### config.mk
export PLATFORM = sky130hd
export DESIGN_NAME = fetch_ctrl
export DESIGN_NICKNAME = d
export VERILOG_FILES = /design/src/rtl/fetch_ctrl.sv
export SDC_FILE = /design/constraint.sdc
export NUM_CORES = 1
export LEC_CHECK = 0
export ABC_CLOCK_PERIOD_IN_PS = 2500
export CORE_MARGIN = 2
export CORE_UTILIZATION = 41
export CTS_CLUSTER_DIAMETER = 100
export DETAILED_ROUTE_END_ITERATION = 16
export PLACE_DENSITY = 0.71
export REMOVE_ABC_BUFFERS = 1
export SLEW_MARGIN = 30
export SYNTH_ARGS = -nofsm -noshare
export SYNTH_HDL_FRONTEND = slang
export SYNTH_SLANG_ARGS = --single-unit
### constraint.sdc
create_clock -name clk -period 2.5 [get_ports clk]
set_clock_uncertainty 0.1 [all_clocks]
set_input_delay 0.5 -clock clk [delete_from_list [all_inputs] [get_ports clk]]
set_output_delay 0.5 -clock clk [all_outputs]
set_load 0.02 [all_outputs]
### src/rtl/fetch_ctrl.sv
// Fetch-stage sequencer: owns the fetch PC, issues one imem request at a time and
// buffers the returned instruction (plus a one-deep hold slot) toward decode.
module fetch_ctrl #(
  parameter logic [31:0] RESET_PC = 32'h0000_0000
) (
  input  logic        clk,
  input  logic        rst,
  output logic        imem_req,
  output logic [31:0] imem_addr,
  input  logic        imem_gnt,
  input  logic        imem_rvalid,
  input  logic [31:0] imem_rdata,
  output logic [31:0] pred_instr,
  output logic [31:0] pred_pc,
  input  logic [31:0] pre_pc,
  input  logic        redirect_valid,
  input  logic [31:0] redirect_pc,
  input  logic        id_ready,
  output logic        if_valid,
  output logic [31:0] if_instr,
  output logic [31:0] if_pc,
  output logic [31:0] if_pred_pc
);

  typedef enum logic [1:0] {StReq, StWait, StHold, StDrop} state_t;

  state_t      state;
  logic [31:0] fetch_pc;
  logic [31:0] hold_instr;
  logic [31:0] hold_pc;

  assign imem_req   = (state == StReq) && !rst;
  assign imem_addr  = fetch_pc;
  // The predictor always sees whatever is about to enter the output slot.
  assign pred_instr = (state == StHold) ? hold_instr : imem_rdata;
  assign pred_pc    = (state == StHold) ? hold_pc : fetch_pc;

  always_ff @(posedge clk) begin
    if (rst) begin
      state      <= StReq;
      fetch_pc   <= RESET_PC;
      if_valid   <= 1'b0;
      if_instr   <= 32'h0;
      if_pc      <= 32'h0;
      if_pred_pc <= 32'h0;
      hold_instr <= 32'h0;
      hold_pc    <= 32'h0;
    end else if (redirect_valid) begin
      if_valid   <= 1'b0;
      hold_instr <= 32'h0;
      hold_pc    <= 32'h0;
      fetch_pc   <= redirect_pc;
      // Go to DROP only while a granted response is still owed to us.
      unique case (state)
        StReq:          state <= imem_gnt ? StDrop : StReq;
        StWait, StDrop: state <= imem_rvalid ? StReq : StDrop;
        default:        state <= StReq;
      endcase
    end else begin
      if (id_ready && if_valid) begin
        if_valid <= 1'b0;
      end
      unique case (state)
        StReq: begin
          if (imem_gnt) begin
            state <= StWait;
          end
        end
        StWait: begin
          if (imem_rvalid) begin
            if (!if_valid || id_ready) begin
              if_valid   <= 1'b1;
              if_instr   <= pred_instr;
              if_pc      <= pred_pc;
              if_pred_pc <= pre_pc;
              fetch_pc   <= pre_pc;
              state      <= StReq;
            end else begin
              hold_instr <= imem_rdata;
              hold_pc    <= fetch_pc;
              state      <= StHold;
            end
          end
        end
        StHold: begin
          if (id_ready) begin
            if_valid   <= 1'b1;
            if_instr   <= pred_instr;
            if_pc      <= pred_pc;
            if_pred_pc <= pre_pc;
            fetch_pc   <= pre_pc;
            state      <= StReq;
          end
        end
        StDrop: begin
          if (imem_rvalid) begin
            state <= StReq;
          end
        end
        default: state <= StReq;
      endcase
    end
  end

endmodule

==> metrics.md <==
| Metric | Value |
|---|---|
| Status | finished with violations |
| Failing checks | negative setup slack |
| TNS Setup | -0.000677 ns |
| CTS Root Cell | clkbuf_16 |
| Via density | slightly below 6 |
| CTS tree | yes |
| Starting Density | 41.9% |
| Routed wire length | 33300 µm |
| Critical Path Start Type | register |
| Total GRT Usage | 26.4% |
| Final WS setup | -0.000677 ns |
| Layout cells sized above 1 | roughly 22% |
| Highest metal used | met4 |
| IO Pins | 296 |
| CTS max path bufs | 2 |
| Tmin final | about 2.5 ns |
| GP Congestion | approximately 0.8 |
| Worst r2r dst | if_pred_pc[9] |
| Setup crit end | pred_pc[30] |
| Worst Hold Class | reg -> reg |
| Maximum fanout along the worst path | 15 |
| Largest net degree at the start of global routing | 77 |
| DR pass1 iterations | 5 |
| Worst-skew pair later-pin latency | 0.43 ns |
| Core Region | 0.0227 mm² |
| Worst vdd ir | 0.386 mV |
| Combinational share of power | between 30% and 40% |
| Hpwl dp | 21100 µm |
| Flop pwr share | 37.4% |
| CP Data Required Time | 1.90 ns |
| Switching power | 3.38 mW |
| Max-Cap Viols | 0 |
| Register area share after synthesis | 41.0% |
| Initial antenna violation count | 0 |
| Area growth from synthesis to layout | 37.7% |
| Met2 WL | 15700 µm |
| Pint | 6.14 mW |
| Final Power | 9.51 mW |
| Actual slew at the worst max-slew pin | between 0.8 and 0.9 ns |
| Syn Std Cell Area | 0.00952 mm² |
| Placed Cells | ~1.5k |
| Met1 wire length | 14400 µm |
| Global-route wire length before repair | 51400 µm |
| Count of input and output buffers | 295 |
| Vias post-DR | 9325 |
| Most Frequent Cell on Critical Path | buf_12 |
| Die ar. | 0.0244 mm² |
| Finished Layout Cells | 1571 |
| Critical R2R Launch | state[0] |
| Pwr/cell area | 726 mW/mm² |
| Avg Inst Size Synth | between 9 and 10 µm² |
| Switching share of power | 35.5% |
| Final setup vio count | 1 |
| Tcrit/Tclk final | 100% |
| DR iter-0 viols | 617 |
| Pins Over Slew Limit | 0 |
| Ys Warns | 0 |
| Sink Count | about 200 |
| WS Path Type | reg -> out |
| Clock Power Share | 27.8% |
| RSZ-0062 raised after global routing | true |
| FF+latch count, synth | 195 |
| Lkg Pwr | approximately 4.5 nW |
| Critical Path Max Stage Delay | 0.38 ns |
| Area after DPL | 0.0128 mm² |
| Synth Instances | around 1.0k |
| Max Fclk | 400 MHz |
| Final hold vios | 0 |
| Final Cell Area | 0.0131 mm² |
| Minimum hold slack | 0.355 ns |
| Number of remaining DRC errors | 0 |
| Inserted Diodes | 0 |
| # rows | 55 |
| TritonCTS Buffers | 17 |
| Clock transition at path regs | 0.08 ns |
| Crit path launch | state[1] |
| Cell depth of the worst setup path | 5 |
| Reg2reg path depth | 9 |
| Top delay family on crit path | buffers and inverters |
| Average routed wire per standard cell | around 21 µm |
| WL met3 | 2760 µm |
| Die Wd | 156 µm |
| Die span in y | 156 µm |
| Nets@finish | 1383 |
| Worst endpoint data arrival time | 1.90 ns |
| Final core occ | 57.7% |
| Reg-to-reg slack, setup | about 0.18 ns |
| CP Capture Type | primary output |
| Slew margin rel. | 44.4% |
| Buf/Inv on CP | 3 |
| Cell Chain, Critical Path | ha_4 -> buf_12 -> buf_12 -> mux2_2 -> clkdlybuf4s15_2 |
| Remaining antenna violation count after routing | 0 |
| Post-synth cell types | 40 |
| GR Overflow Total | 0 |
| H-tree Lvls | 4 |
| Vias in the first global route | around 9k |
| Worst slack, placed | 0.0576 ns |
| Worst path slowest cell | dfxtp_2 |
[power by group through the flow]
stage / Sequential [mW] / Combinational (mW) / Clock (mW)
after floorplan: 3.91 / 1.44 / 0
after global placement: 3.62 / 3.36 / 0
after detailed placement: 3.63 / 3.39 / 0
after CTS: 3.56 / 3.32 / 2.70
after global routing: 3.59 / 3.50 / 2.83
final: 3.56 / 3.31 / 2.65
[per-layer routing]
layer	up-vias	GRT usage (%)
met5	-	0
met4	0	6.16
met3	25	6.09
met2	402	44.1
met1	4535	34.6
li1	4363	-
[area by class of cell]
class | count | area [µm²]
Clock buffer | 18 | 429
Clock inverter | 12 | 115
Fill cell | 2013 | 9610
Inverter | 4 | 15.0
Multi-Input combinational cell | 710 | 4980
Sequential cell | 195 | 3910
Tap cell | 285 | 357
Timing Repair Buffer | 347 | 3300
[cell usage after synthesis (all sizes together)]
library cell,instances,area share [%]
o21ba,2,0.21
mux2,65,8.8
or2,1,0.066
clkbuf,55,2.2
a21oi,96,5.0
o21bai,36,2.9
and4b,1,0.11
a31oi,64,4.2
nand4b,1,0.092
nor2b,3,0.20
ha,6,0.79
and4bb,1,0.13
inv,3,0.12
o22ai,1,0.066
nand2b,3,0.20
buf,77,4.9
nor4,64,4.2
a211o,1,0.092
o31ai,32,2.5
nor2,34,1.3
nand4,32,2.1
a211oi,33,4.2
o21ai,1,0.053
a21o,1,0.16
nor3,64,3.4
a2111oi,32,5.2
a31o,1,0.092
nand2,130,5.1
nand3,1,0.053
dfxtp,195,41
a311oi,4,0.37
clkinv,1,0.039
[worst min-delay path by stage]
stage	from	end	slack (ns)	depth (start not counted)
after floorplan	hold_instr[0]	hold_instr[0]	0.33	2
after global placement	hold_instr[27]	hold_instr[27]	0.34	2
after detailed placement	hold_instr[24]	hold_instr[24]	0.35	2
after CTS	hold_instr[10]	hold_instr[10]	0.36	2
after global routing	hold_pc[30]	hold_pc[30]	0.37	2
final	hold_instr[4]	hold_instr[4]	0.36	2
[registers in the layout, indices dropped and copies added, names as in the netlist]
name,count
if_instr,32
hold_instr,32
if_pred_pc,32
if_pc,32
imem_addr,32
state,2
if_valid,1
hold_pc,32
[timing repair]
action / 4_1_cts / 5_1_grt
endpoints found under the setup margin: 65 / 43
gates cloned: 0 / 0
pin swaps: 1 / 1
hold buffers: 0 / 0
resized for setup: 243 / 13
buffers inserted: 4 / 0
endpoints found under the hold margin: 0 / 0
[kinds of logic (layout without fill, tap and decap cells)]
| family | count (synthesis) | count (layout) | share of synthesized area (%) |
|---|---|---|---|
| buffers and inverters | 136 | 381 | 7.27 |
| adders and majority gates | 6 | 6 | 0.789 |
| DFF | 195 | 195 | 41.0 |
| and+or+nand+nor | 335 | 335 | 17.0 |
| muxes | 65 | 65 | 8.84 |
| AOI/OAI and AO/OA | 304 | 304 | 25.1 |
[cell usage in the layout, fill, tap and decap left out, types with 28 or more instances in the layout]
cell type / instances
nand2_1: 130
o31ai_1: 32
buf_4: 34
nor3_1: 64
nor2_1: 34
a2111oi_2: 28
a211oi_2: 30
nor4_1: 64
a21oi_1: 96
o21bai_1: 34
buf_2: 60
dfxtp_1: 193
a31oi_1: 64
nand4_1: 32
mux2_4: 29
clkdlybuf4s50_1: 227
mux2_2: 36
[worst register-to-register path, delay by kind of cell (launching register included)]
family / cells / cell delay [ns]
AO/OA/AOI/OAI: 3 / 0.80
adder cells (fa/ha/maj): 1 / 0.17
flip-flops: 1 / 0.34
buffers and inverters: 5 / 0.85
No activity file was read; power rests on OpenSTA's default activity.
